`src/rtl/bird_motion_pkg.sv`:
```
// Shared game constants: state encoding, screen geometry and default bird physics.
// Imported by the motion, pipe/collision and render blocks.
package bird_motion_pkg;

    typedef enum logic [1:0] {
        ST_IDLE    = 2'd0,
        ST_PLAYING = 2'd1,
        ST_DEAD    = 2'd2
    } game_state_e;

    localparam int SCREEN_W = 640;
    localparam int SCREEN_H = 480;

    localparam int PW         = 9;
    localparam int VW         = 5;
    localparam int Y_START    = 200;
    localparam int Y_FLOOR    = 440;
    localparam int GRAV       = 1;
    localparam int FLAP_SPEED = 6;
    localparam int V_MAX      = 7;

endpackage

```
`src/rtl/bird_motion_if.sv`:
```
// Bundle between the bird motion block and its neighbours: frame tick and sampler
// buttons in, bird position, game state and sampler enable out.
interface bird_motion_if #(
    parameter int PW = bird_motion_pkg::PW
) ();

    logic          frame_tick_i;
    logic          inp_valid_i;
    logic          flap_i;
    logic          start_i;
    logic          collide_i;
    logic          inp_en_o;
    logic [PW-1:0] bird_y_o;
    logic [1:0]    state_o;
    logic          game_over_o;

    modport slave (
        input  frame_tick_i, inp_valid_i, flap_i, start_i, collide_i,
        output inp_en_o, bird_y_o, state_o, game_over_o
    );

    modport master (
        output frame_tick_i, inp_valid_i, flap_i, start_i, collide_i,
        input  inp_en_o, bird_y_o, state_o, game_over_o
    );

endinterface

```
`src/rtl/bird_integrator.sv`:
```
// One physics step for the bird: next velocity (flap or saturating gravity) and
// next row, clamped at the ceiling and flagged when it reaches the floor.
module bird_integrator #(
    parameter int PW         = bird_motion_pkg::PW,
    parameter int VW         = bird_motion_pkg::VW,
    parameter int Y_FLOOR    = bird_motion_pkg::Y_FLOOR,
    parameter int GRAV       = bird_motion_pkg::GRAV,
    parameter int FLAP_SPEED = bird_motion_pkg::FLAP_SPEED,
    parameter int V_MAX      = bird_motion_pkg::V_MAX
) (
    input  logic [PW-1:0]        y_i,
    input  logic signed [VW-1:0] vel_i,
    input  logic                 flap_i,
    output logic [PW-1:0]        y_o,
    output logic signed [VW-1:0] vel_o,
    output logic                 floor_o
);

    // Two extra bits: one for the sign, one so y + vel cannot wrap.
    localparam int SW = PW + 2;

    logic signed [VW:0]   vel_inc;
    logic signed [VW-1:0] vel_sel;
    logic signed [SW-1:0] y_sum;
    logic                 ceil_hit;

    always_comb begin
        vel_inc = {vel_i[VW-1], vel_i} + (VW+1)'(GRAV);

        if (flap_i) begin
            vel_sel = VW'(-FLAP_SPEED);
        end else if (vel_inc > (VW+1)'(V_MAX)) begin
            vel_sel = VW'(V_MAX);
        end else begin
            vel_sel = vel_inc[VW-1:0];
        end

        y_sum    = {2'b00, y_i} + {{(SW-VW){vel_sel[VW-1]}}, vel_sel};
        ceil_hit = y_sum[SW-1];
        floor_o  = !ceil_hit && (y_sum >= SW'(Y_FLOOR));

        if (ceil_hit) begin
            y_o   = '0;
            vel_o = '0;
        end else if (floor_o) begin
            y_o   = PW'(Y_FLOOR);
            vel_o = vel_sel;
        end else begin
            y_o   = y_sum[PW-1:0];
            vel_o = vel_sel;
        end
    end

endmodule

```
`src/rtl/bird_motion.sv`:
```
// Game-state FSM and bird position/velocity registers; one physics step per
// frame tick while playing, game-over pulse on entering DEAD.
module bird_motion #(
    parameter int PW         = bird_motion_pkg::PW,
    parameter int VW         = bird_motion_pkg::VW,
    parameter int Y_START    = bird_motion_pkg::Y_START,
    parameter int Y_FLOOR    = bird_motion_pkg::Y_FLOOR,
    parameter int GRAV       = bird_motion_pkg::GRAV,
    parameter int FLAP_SPEED = bird_motion_pkg::FLAP_SPEED,
    parameter int V_MAX      = bird_motion_pkg::V_MAX
) (
    input logic           clk_i,
    input logic           rst_ni,
    bird_motion_if.slave  bus
);

    import bird_motion_pkg::*;

    game_state_e          state_q, state_d;
    logic [PW-1:0]        y_q, y_d;
    logic signed [VW-1:0] vel_q, vel_d;
    logic                 flap_pending_q, flap_pending_d;
    logic                 game_over_q, game_over_d;
    logic                 inp_en_q, inp_en_d;

    logic                 flap_ok;
    logic                 start_ok;
    logic [PW-1:0]        y_step;
    logic signed [VW-1:0] vel_step;
    logic                 floor_hit;

    assign flap_ok  = bus.inp_valid_i & bus.flap_i;
    assign start_ok = bus.inp_valid_i & bus.start_i;

    // A flap landing on the tick cycle itself counts for that tick.
    bird_integrator #(
        .PW         (PW),
        .VW         (VW),
        .Y_FLOOR    (Y_FLOOR),
        .GRAV       (GRAV),
        .FLAP_SPEED (FLAP_SPEED),
        .V_MAX      (V_MAX)
    ) u_integrator (
        .y_i     (y_q),
        .vel_i   (vel_q),
        .flap_i  (flap_pending_q | flap_ok),
        .y_o     (y_step),
        .vel_o   (vel_step),
        .floor_o (floor_hit)
    );

    always_comb begin
        // NOTE: every signal gets a default before the case so no path can infer a latch.
        state_d        = state_q;
        y_d            = y_q;
        vel_d          = vel_q;
        flap_pending_d = flap_pending_q;
        game_over_d    = 1'b0;
        inp_en_d       = !bus.frame_tick_i;

        unique case (state_q)
            ST_IDLE: begin
                y_d            = PW'(Y_START);
                vel_d          = '0;
                flap_pending_d = 1'b0;
                if (start_ok) state_d = ST_PLAYING;
            end
            ST_PLAYING: begin
                // Collision wins over a simultaneous step: the bird dies where it is.
                if (bus.collide_i) begin
                    state_d        = ST_DEAD;
                    game_over_d    = 1'b1;
                    flap_pending_d = 1'b0;
                end else if (bus.frame_tick_i) begin
                    y_d            = y_step;
                    vel_d          = vel_step;
                    flap_pending_d = 1'b0;
                    if (floor_hit) begin
                        state_d     = ST_DEAD;
                        game_over_d = 1'b1;
                    end
                end else if (flap_ok) begin
                    flap_pending_d = 1'b1;
                end
            end
            ST_DEAD: begin
                if (start_ok) begin
                    state_d        = ST_IDLE;
                    y_d            = PW'(Y_START);
                    vel_d          = '0;
                    flap_pending_d = 1'b0;
                end
            end
            default: state_d = ST_IDLE;
        endcase
    end

    // NOTE: non-blocking assignments so every flop samples the pre-edge values.
    always_ff @(posedge clk_i or negedge rst_ni) begin
        if (!rst_ni) begin
            state_q        <= ST_IDLE;
            y_q            <= PW'(Y_START);
            vel_q          <= '0;
            flap_pending_q <= 1'b0;
            game_over_q    <= 1'b0;
            inp_en_q       <= 1'b1;
        end else begin
            state_q        <= state_d;
            y_q            <= y_d;
            vel_q          <= vel_d;
            flap_pending_q <= flap_pending_d;
            game_over_q    <= game_over_d;
            inp_en_q       <= inp_en_d;
        end
    end

    assign bus.inp_en_o    = inp_en_q;
    assign bus.bird_y_o    = y_q;
    assign bus.state_o     = state_q;
    assign bus.game_over_o = game_over_q;

endmodule
```
`src/flat_wrapper.sv`:
```
// flat-port wrapper written by rule: the top's interface ports become plain ports
module bird_motion_flat import bird_motion_pkg::*;
#(
    parameter int PW         = bird_motion_pkg::PW,
    parameter int VW         = bird_motion_pkg::VW,
    parameter int Y_START    = bird_motion_pkg::Y_START,
    parameter int Y_FLOOR    = bird_motion_pkg::Y_FLOOR,
    parameter int GRAV       = bird_motion_pkg::GRAV,
    parameter int FLAP_SPEED = bird_motion_pkg::FLAP_SPEED,
    parameter int V_MAX      = bird_motion_pkg::V_MAX
)
  (clk_i, rst_ni, bus_frame_tick_i, bus_inp_valid_i, bus_flap_i, bus_start_i, bus_collide_i, bus_inp_en_o, bus_bird_y_o, bus_state_o, bus_game_over_o);
  bird_motion_if #(.PW(PW)) bus_i ();
  input logic clk_i;
  input logic rst_ni;
  input wire logic [$bits(bus_i.frame_tick_i)-1:0] bus_frame_tick_i;
  input wire logic [$bits(bus_i.inp_valid_i)-1:0] bus_inp_valid_i;
  input wire logic [$bits(bus_i.flap_i)-1:0] bus_flap_i;
  input wire logic [$bits(bus_i.start_i)-1:0] bus_start_i;
  input wire logic [$bits(bus_i.collide_i)-1:0] bus_collide_i;
  output wire logic [$bits(bus_i.inp_en_o)-1:0] bus_inp_en_o;
  output wire logic [$bits(bus_i.bird_y_o)-1:0] bus_bird_y_o;
  output wire logic [$bits(bus_i.state_o)-1:0] bus_state_o;
  output wire logic [$bits(bus_i.game_over_o)-1:0] bus_game_over_o;
  assign bus_i.frame_tick_i = bus_frame_tick_i;
  assign bus_i.inp_valid_i = bus_inp_valid_i;
  assign bus_i.flap_i = bus_flap_i;
  assign bus_i.start_i = bus_start_i;
  assign bus_i.collide_i = bus_collide_i;
  assign bus_inp_en_o = bus_i.inp_en_o;
  assign bus_bird_y_o = bus_i.bird_y_o;
  assign bus_state_o = bus_i.state_o;
  assign bus_game_over_o = bus_i.game_over_o;
  bird_motion #(.PW(PW), .VW(VW), .Y_START(Y_START), .Y_FLOOR(Y_FLOOR), .GRAV(GRAV), .FLAP_SPEED(FLAP_SPEED), .V_MAX(V_MAX)) u_core (.clk_i(clk_i), .rst_ni(rst_ni), .bus(bus_i));
endmodule
```
`config.mk`:
```
export PLATFORM = sky130hd
export DESIGN_NAME = bird_motion_flat
export DESIGN_NICKNAME = d
export VERILOG_FILES = /design/src/rtl/bird_motion_pkg.sv /design/src/rtl/bird_motion_if.sv /design/src/rtl/bird_integrator.sv /design/src/rtl/bird_motion.sv /design/src/flat_wrapper.sv
export SDC_FILE = /design/constraint.sdc
export NUM_CORES = 1
export LEC_CHECK = 0
export ABC_AREA = 1
export CAP_MARGIN = 5
export CORE_AREA = 2 2 66 68
export DETAILED_ROUTE_END_ITERATION = 8
export DIE_AREA = 0 0 68 70
export PLACE_DENSITY = 0.71
export RECOVER_POWER = 50
export SLEW_MARGIN = 20
export SYNTH_ARGS = -nofsm -noshare
export SYNTH_HDL_FRONTEND = slang
export SYNTH_SLANG_ARGS = --single-unit
```
`constraint.sdc`:
```
create_clock -name clk_i -period 5.1 [get_ports clk_i]
set_clock_uncertainty 0.2 [all_clocks]
set_input_delay 1.02 -clock clk_i [delete_from_list [all_inputs] [get_ports clk_i]]
set_output_delay 1.02 -clock clk_i [all_outputs]
set_load 0.02 [all_outputs]
```
==> impl_metrics.json <==
{
  "max_stage_delay_ns": 0.55,
  "setup_violations": 0,
  "nets": 263,
  "cts_resized": 0,
  "grt_max_degree": 20,
  "diodes": 0,
  "period_needed_ns": 4.41,
  "final_common_cell": "nand2_1",
  "holdWs_ns": 0.325,
  "syn_avg_cell_area_um2": 7.13,
  "worstSkewPairLatency_ns": 0.26,
  "fin_total_pwr_uw": 891,
  "cellLeakagePower_nw": 0.987,
  "slew_viol_final": 0,
  "grt_pass1_wl_um": 6150,
  "row_count": 24,
  "crit_required_ns": 5.10,
  "hpwl_um": 2900,
  "powerDensity_nw_per_um2": 480,
  "hold_start": "u_core.bus.bird_y_o[2]",
  "regToRegStartpoint": "u_core.vel_q[1]",
  "critPathTopFamily": "buffers and inverters",
  "hold_buffers": 0,
  "synth_cell_types": 26,
  "n_fill_cell": 431,
  "hold_viol": 0,
  "core_region_area_um2": 4140,
  "rsz0062_at_grt": "false",
  "die_y_um": 70,
  "die_w_um": 68,
  "root_buffer": "clkbuf_8",
  "status": "finished, final reports clean",
  "final_area_um2": 1860,
  "startpoint": "bus_inp_valid_i",
  "ys_seq_elements": 19,
  "hold_class": "flip-flop to flip-flop",
  "yosysSeqAreaShare_pct": 30.9,
  "cts_made_buffers": 3,
  "max_freq_mhz": 227,
  "ant_nets": 0,
  "grt_usage_pct": 16.6,
  "cts_max_level": 1,
  "die-area_um2": 4760,
  "overflow": 0,
  "avgViaCountPerCell": 4.97,
  "cp_cell_sequence": "dlygate4sd3_1 -> a21oi_1 -> o21ai_0 -> inv_1 -> ha_1 -> inv_1 -> fa_1 -> inv_1 -> nand3_1 -> nand2_1 -> nand2_1 -> nand2_1 -> nand2_1 -> nand2_1 -> ha_1 -> inv_1 -> nand3_1 -> a21oi_2 -> nand2_1 -> a21oi_1",
  "critPathSlowestCell": "dlygate4sd3_1",
  "maxSlewHeadroom_pct": 42.7,
  "final_util_pct": 44.8,
  "fin_crit_sh_pct": 86.4,
  "synth_nets": 239,
  "crit_top_cell": "nand2_1",
  "grt_pass1_vias": 1402,
  "crit_arrival_ns": 4.41,
  "clkTransAtPathRegs_ns": 0.08,
  "drt-initial-drc-count": 59,
  "via_count": 1456,
  "cts_tree": "yes",
  "cts_sinks": 19,
  "end_kind": "flip-flop",
  "grt_antenna_before_repair": 0,
  "cp_num_buf_inv": 5,
  "place_area_um2": 1810,
  "routedWlPerCell_um": 12.0,
  "final_cell_mix": "nand2_1, inv_1, nand3_1, nor2_1",
  "wl_um": 3520,
  "path_max_fanout": 6,
  "worstSetupStartpointType": "input pin",
  "drc": 0,
  "pin_count": 20,
  "cts_buffer_depth": 2,
  "area_growth_pct": 19.4,
  "drt_first_pass_iters": 4,
  "routabilityCongestion": 0.947,
  "final.setup.tns_ns": 0,
  "portBuffers": 19,
  "initial_utilization_pct": 37.5,
  "syn_area_um2": 1560,
  "netlist_instances": 218,
  "yosysWarnings": 0,
  "drive_gt1_share_pct": 12.4,
  "peakVddDrop_v": 0.000168,
  "cts_setup_buffers": 0,
  "tightest_slew_ns": 0.857,
  "critPathKind": "input pin to flip-flop",
  "maxCapViolations": 0
}
where the power goes:
| part | internal [mW] | switching, mW | leakage (nW) | total, mW |
|---|---|---|---|---|
| clock network | 0.0545 | 0.0527 | 0.0255 | 0.107 |
| logic | 0.202 | 0.347 | 0.714 | 0.549 |
| registers | 0.197 | 0.0375 | 0.248 | 0.235 |
| total | 0.453 | 0.437 | 0.987 | 0.891 |
cells by family (layout without fill, tap and decap cells):
family	Yosys count	after routing	share of synthesized area, %
flip-flops	19	19	30.9
AND/OR/NAND/NOR	116	116	36.5
buffers and inverters	38	61	9.17
XOR/XNOR	3	3	1.69
adder cells (fa/ha/maj)	14	14	11.7
AO/OA/AOI/OAI	28	28	9.98
layer usage:
layer  global-route usage, %  part of all wire, %  vias to the layer above
met2                    27.3                   49                       28
met1                    22.1                   46                      682
met4                    6.22                  1.7                        0
met3                    1.45                  3.4                        6
met5                       0                    0                        -
li1                        -                    -                      740
stage by stage:
stage | std cells | worst slack [ns]
global placement | 289 | 0.658
finish | 293 | 0.692
floorplan | 218 | 1.43
detailed placement | 289 | 0.573
CTS | 293 | 0.827
global route | 293 | 0.267
cells in the mapped netlist:
| master | number | share of area [%] |
|---|---|---|
| and2_1 | 1 | 0.40 |
| o21ai_1 | 2 | 0.64 |
| o21ai_0 | 15 | 4.8 |
| nor3_4 | 1 | 1.0 |
| nor2_1 | 16 | 3.9 |
| nand3_2 | 4 | 2.6 |
| dfstp_2 | 4 | 6.8 |
| o22ai_1 | 1 | 0.40 |
| nand4_1 | 5 | 2.0 |
| nand3b_1 | 2 | 0.97 |
| a31oi_1 | 2 | 0.80 |
| inv_1 | 38 | 9.2 |
| nand3_1 | 16 | 5.1 |
| fa_1 | 1 | 1.3 |
| nand2_2 | 9 | 3.6 |
| ha_1 | 13 | 10 |
| nor2_4 | 2 | 1.4 |
| nand2_4 | 1 | 0.72 |
| xnor2_1 | 1 | 0.56 |
| nand2_1 | 57 | 14 |
| a21oi_1 | 5 | 1.6 |
| and2_4 | 1 | 0.56 |
| xor2_1 | 2 | 1.1 |
| dfrtp_1 | 15 | 24 |
| a21oi_2 | 3 | 1.7 |
| nor2_2 | 1 | 0.40 |
final timing paths:
check | to | slack, ns | depth (start not counted)
worst min register to register | u_core.bus.bird_y_o[2] | 0.32 | 2
max in group asynchronous | u_core.vel_q[0] | 3.06 | 1
worst max register to register | u_core.bus.bird_y_o[6] | 1.31 | 23
min in group asynchronous | u_core.vel_q[4] | 1.11 | 1
worst max-delay path | u_core.bus.bird_y_o[6] | 0.69 | 20
worst min-delay path | u_core.bus.bird_y_o[2] | 0.32 | 2
sequential cells by signal, summed over array words and instances (netlist names):
register and cells:
u_core.bus.game_over_o 1, u_core.bus.state_o 2, u_core.bus.bird_y_o 9, u_core.bus.inp_en_o 1, u_core.vel_q 5, u_core.flap_pending_q 1
tightest hold or removal path: cells and delay by family, from the launching register on:
family	cells	cell delay, ns
and+or+nand+nor	2	0.11
DFF	1	0.38
cell type report:
type,instances,area (µm²),share of cell area (%)
Timing Repair Buffer,19,190,10.2
Clock buffer,3,41.3,2.22
Inverter,38,143,7.68
Clock inverter,1,5.00,0.270
Tap cell,52,65.1,3.50
Multi-Input combinational cell,161,932,50.2
Sequential cell,19,480,25.9
Power figures use the tool's default switching activity.
==> RTL change 1, RTL diff (same settings) <==
The package constant `PW` goes from 9 to 8.
--- a/src/rtl/bird_motion_pkg.sv
+++ b/src/rtl/bird_motion_pkg.sv
@@ -13,3 +13,3 @@
 
-    localparam int PW         = 9;
+    localparam int PW         = 8;
     localparam int VW         = 5;
Interface: changed (resized bus_bird_y_o); port bits go from 20 to 19. The function was not compared with the original's and may differ.
==> RTL change 1 against the original RTL <==
  * Cell count is 13% lower
  * Worst setup slack better by 150 ps
  * Critical path depth is 1 lower
  * Sequential cell count is 1 lower
  * Total power is 0.35% lower
  * Wire length is 21% lower
  * Final area is 10% lower
  * Area after synthesis is 12% lower
  * Worst hold slack worse by 8.2 ps
  * Critical endpoint is now u_core.bus.state_o[0]
  * Largest cell class unchanged
==> RTL change 1: results (changes against the original RTL) <==
| Metric | Value |
|---|---|
| Status | completed |
| Yosys warns | 0 (unchanged) |
| FILL cells | 440 (+2.1%) |
| Crit-path max FO | 7 (+1) |
| DR vias | 1224 (-16%) |
| Clk Latency, worst-skew pair | 250 ps |
| GPL Wtd Cong | 0.807 (-15%) |
| Ys async rst share | 100% (unchanged) |
| Initial antenna violation count | 0 (unchanged) |
| Post-synth top cells | nand2_1, inv_1, dfrtp_1, nand3_1, ha_1 |
| Layout cells sized above 1 | 12.3% (-0.13 points) |
| Nets | 224 (-15%) |
| Top FF cell, synth | dfrtp_1 |
| Clk buf depth | 2 (unchanged) |
| Num CTS Buffers | 3 (unchanged) |
| Slew HR | 46.5% (+3.8 points) |
| Seq/Total Area, Yosys | 33.4% (+2.5 points) |
| Total track usage | 13.4% (-3.2 points) |
| Crit path max-delay family | compound AO/OA/AOI/OAI gates |
| DRT iter0 DRCs | 79 (+34%) |
| First-pass GRT wire length | 4.96 mm (-19%) |
| Antenna Cells | 0 (unchanged) |
| Leakage | 0.887 nW (-10%) |
| Vias in the first global route | 1129 (-19%) |
| Max FFs per register | 8 (-1) |
| Worst vdd ir | 0.296 mV (+76%) |
| DP HPWL | 2.21 mm (-24%) |
| Crit path largest cell delay | 440 ps (-110 ps) |
| H-tree level count | 1 (unchanged) |
| Slowest cell on the critical path | clkdlybuf4s50_1 |
| DRT Wirelength | 2.78 mm (-21%) |
| Root Buffer | clkbuf_8 |
| Synth cell types | 32 (+23%) |
| CP arrival | 4210 ps (-200 ps) |
| Pre-antenna DRT Iters | 4 (unchanged) |
| # resized after CTS | 0 (unchanged) |
| Clock transition at the registers of the reported paths | 70 ps |
| Setup repair bufs after CTS | 0 (unchanged) |
| Syn_nets | 201 (-16%) |
| Synth top area cells | dfrtp_1, nand2_1, ha_1 |
| PortBufs | 18 (-1) |
| Pin count of the biggest net entering global routing | 19 (-5.0%) |
| Hold Path Class | flip-flop to flip-flop |
RTL change 1: cell count changes in the layout (fill, tap and decap cells not counted), moves of 3 or more:
cell     change
inv_1       -13
inv_2        +3
nand2_1      -3
nand2_2      -4
nand3_2      -3
nor2_1       -6
o21ai_0      -9
RTL change 1: final timing paths:
kind | from | to | slack (ps) | cells after the start
worst max register to register | u_core.vel_q[1] | u_core.bus.state_o[0] | 1350 | 24
worst min-delay path | u_core.bus.bird_y_o[2] | u_core.bus.bird_y_o[2] | 320 | 2
max in group asynchronous | rst_ni | u_core.bus.bird_y_o[5] | 3110 | 1
worst min register to register | u_core.bus.bird_y_o[2] | u_core.bus.bird_y_o[2] | 320 | 2
min in group asynchronous | rst_ni | u_core.vel_q[3] | 1100 | 1
worst max-delay path | bus_inp_valid_i | u_core.bus.state_o[0] | 840 | 19
RTL change 1: metrics by stage:
stage	utilization, %	hold WS [ps]	cell area [um^2]	std cells	worst slack, ps
floorplan	-	335	1360	181	1350
global placement	38.8	302	1610	251	601
detailed placement	38.8	303	1610	251	566
CTS	40.1	319	1660	255	829
global route	40.1	347	1660	255	476
finish	40.1	316	1660	255	838
RTL change 1: logic make-up after synthesis:
family          count (synthesis)  synth area share (%)
buf+inv                        28                  7.71
compound gates                 24                  11.3
xor+xnor                        4                  3.12
fa+ha+maj                      13                  12.5
simple gates                   94                  32.0
flops                          18                  33.4
RTL change 1: metal layers:
metal | GRT usage (%) | vias up | part of all wire, %
met5 | 0 | - | 0
met4 | 2.67 | 0 | 0.43
met3 | 3.86 | 2 | 4.4
met2 | 19.7 | 24 | 46
met1 | 19.3 | 566 | 49
li1 | - | 632 | -
RTL change 1: cell type report:
cell class	count	area, um^2	area share, %
clock buffer	4	55.1	3.31
sequential	18	455	27.4
inverter	28	105	6.32
timing repair buffer	18	180	10.8
multi-input combinational	135	802	48.2
tap	52	65.1	3.91
RTL change 1: worst min-delay path, stage by stage, from the launching register on:
cell and delay (ps):
dfrtp_1 370, nand2_1 60, nand2_1 50
RTL change 1: power breakdown:
part / leakage (nW) / internal [mW] / switching, mW
sequential: 0.232 / 0.187 / 0.0385
clock: 0.0288 / 0.0686 / 0.0466
combinational: 0.627 / 0.208 / 0.339
==> RTL change 2, RTL diff (same flow settings) <==
Without the edit above. Reset style: synchronous (`rst_ni`), changed in one clocked block.
--- a/src/rtl/bird_motion.sv
+++ b/src/rtl/bird_motion.sv
@@ -98,3 +98,3 @@
     // NOTE: non-blocking assignments so every flop samples the pre-edge values.
-    always_ff @(posedge clk_i or negedge rst_ni) begin
+    always_ff @(posedge clk_i) begin
         if (!rst_ni) begin
Check against the original RTL: differs if rst_ni is asserted again (counterexample within 4 cycles, from zero or initial values and one cycle with rst_ni low); with rst_ni held inactive, the same outputs for 10 cycles.
==> RTL change 2 against the original RTL <==
  * Sequential cell count unchanged
  * Sequential share of layout area decreased by 4.6 points
  * Utilization decreased by 1.7 points
  * Wire length decreased by 0.82%
  * Largest cell class unchanged
  * Maximum frequency decreased by 1.4%
  * Register-to-register slack got worse by 180 ps
  * Area after synthesis decreased by 4.6%
  * Via count increased by 0.14%
  * Critical path depth unchanged
  * Worst setup slack got worse by 63 ps
  * Final area decreased by 3.8%
Power is not compared: it rests on default switching activity, and its combinational part moved more than twofold at a synthesized area within 25%.
==> RTL change 2: results (changes against the original RTL) <==
| Metric | Value |
|---|---|
| Pre-antenna DRT Iters | 5 (+1) |
| Post-synth top cells | nand2_1, inv_1, dfxtp_1, nor2_1, nand3_1 |
| Synth Area in Compound Gates | 12.7% (+2.8 points) |
| Non-filler cells, final | 306 (+4.4%) |
| Hold Path Origin | u_core.bus.bird_y_o[2] |
| RR Startpoint | u_core.vel_q[1] |
| Fin crit share | 87.7% (+1.2 points) |
| # resized after CTS | 0 (unchanged) |
| Top FF cell, synth | dfxtp_1 |
| Synth cell types | 28 (+7.7%) |
| Critical R2R Capture | u_core.vel_q[2] |
| Worst slew pin tran | 493 ps (-364 ps) |
| DRT Wirelength | 3.49 mm (-0.82%) |
| Syn_nets | 252 (+5.4%) |
| Hold path endpoint | u_core.bus.bird_y_o[2] |
| Vias in the first global route | 1388 (-1.0%) |
| Status | completed |
| WHS | 280 ps (-44.8 ps) |
| Place WS | 465 ps (-107 ps) |
| Layout cells sized above 1 | 8.27% (-4.2 points) |
| Total track usage | 16.3% (-0.32 points) |
| Placed cells | 302 (+4.5%) |
| Nets | 276 (+4.9%) |
| Reg2reg setup slack | 1130 ps (-180 ps) |
| FILL cells | 459 (+6.5%) |
| Pin count of the biggest net entering global routing | 12 (-40%) |
| Vias per cell | 4.76 (-4.1%) |
| Post-synthesis adder-cell area fraction | 12.3% (+0.56 points) |
| Xor and xnor area share after synthesis | 2.87% (+1.2 points) |
| DRT iter0 DRCs | 52 (-12%) |
| Post-placement cell area | 1740 um^2 (-3.9%) |
| Seq/Total Area, Yosys | 25.6% (-5.3 points) |
| Synth top area cells | dfxtp_1, nand2_1, ha_1 |
| GPL Wtd Cong | 0.921 (-2.8%) |
| CP arrival | 4450 ps (+40 ps) |
| Ys async rst share | 0% (-100 points) |
-- RTL change 2: cell types whose count changed after synthesis, sizes merged, moves of 2 or more --
cell / delta
dfrtp: -15
nand3: -2
a21oi: +4
dfstp: -4
and2: -2
nand2: +7
inv: +4
o21ai: -3
dfxtp: +19
-- RTL change 2: worst max-delay path by stage --
| stage | startpoint | endpoint | depth (start not counted) |
|---|---|---|---|
| floorplan | bus_inp_valid_i | u_core.vel_q[2] | 19 |
| global placement | bus_inp_valid_i | u_core.vel_q[2] | 20 |
| detailed placement | bus_inp_valid_i | u_core.vel_q[2] | 20 |
| CTS | bus_inp_valid_i | u_core.vel_q[2] | 20 |
| global route | bus_inp_valid_i | u_core.vel_q[2] | 20 |
| finish | bus_inp_valid_i | u_core.vel_q[2] | 20 |
-- RTL change 2: worst max-delay path: stages --
cell             delay (ps)
clkdlybuf4s50_1         420
a21oi_1                 370
o21ai_0                 220
inv_1                   110
ha_1                    240
inv_1                    80
fa_1                    400
inv_1                    90
nand3_1                  90
nand2_1                 110
nand2_2                  60
nand2_2                  70
nand2_1                  50
nand2_1                  50
ha_1                    230
nor3_1                  190
inv_1                    70
nor2_1                  240
inv_1                   160
o21ai_0                 190
-- RTL change 2: cell type report --
type | count | area [um^2] | share of cell area, %
clock inverters | 1 | 5.00 | 0.280
repair buffers | 19 | 190 | 10.7
flip-flops and latches | 19 | 380 | 21.3
inverters | 42 | 158 | 8.83
clock buffers | 3 | 41.3 | 2.31
multi-input cells | 170 | 946 | 53.0
well taps | 52 | 65.1 | 3.64
-- RTL change 2: metal layers --
layer / GRT usage [%] / wire [um]
met1: 22.8 / 1740
met2: 26.5 / 1630
met3: 3.38 / 111
met4: 1.33 / 11
met5: 0 / 0
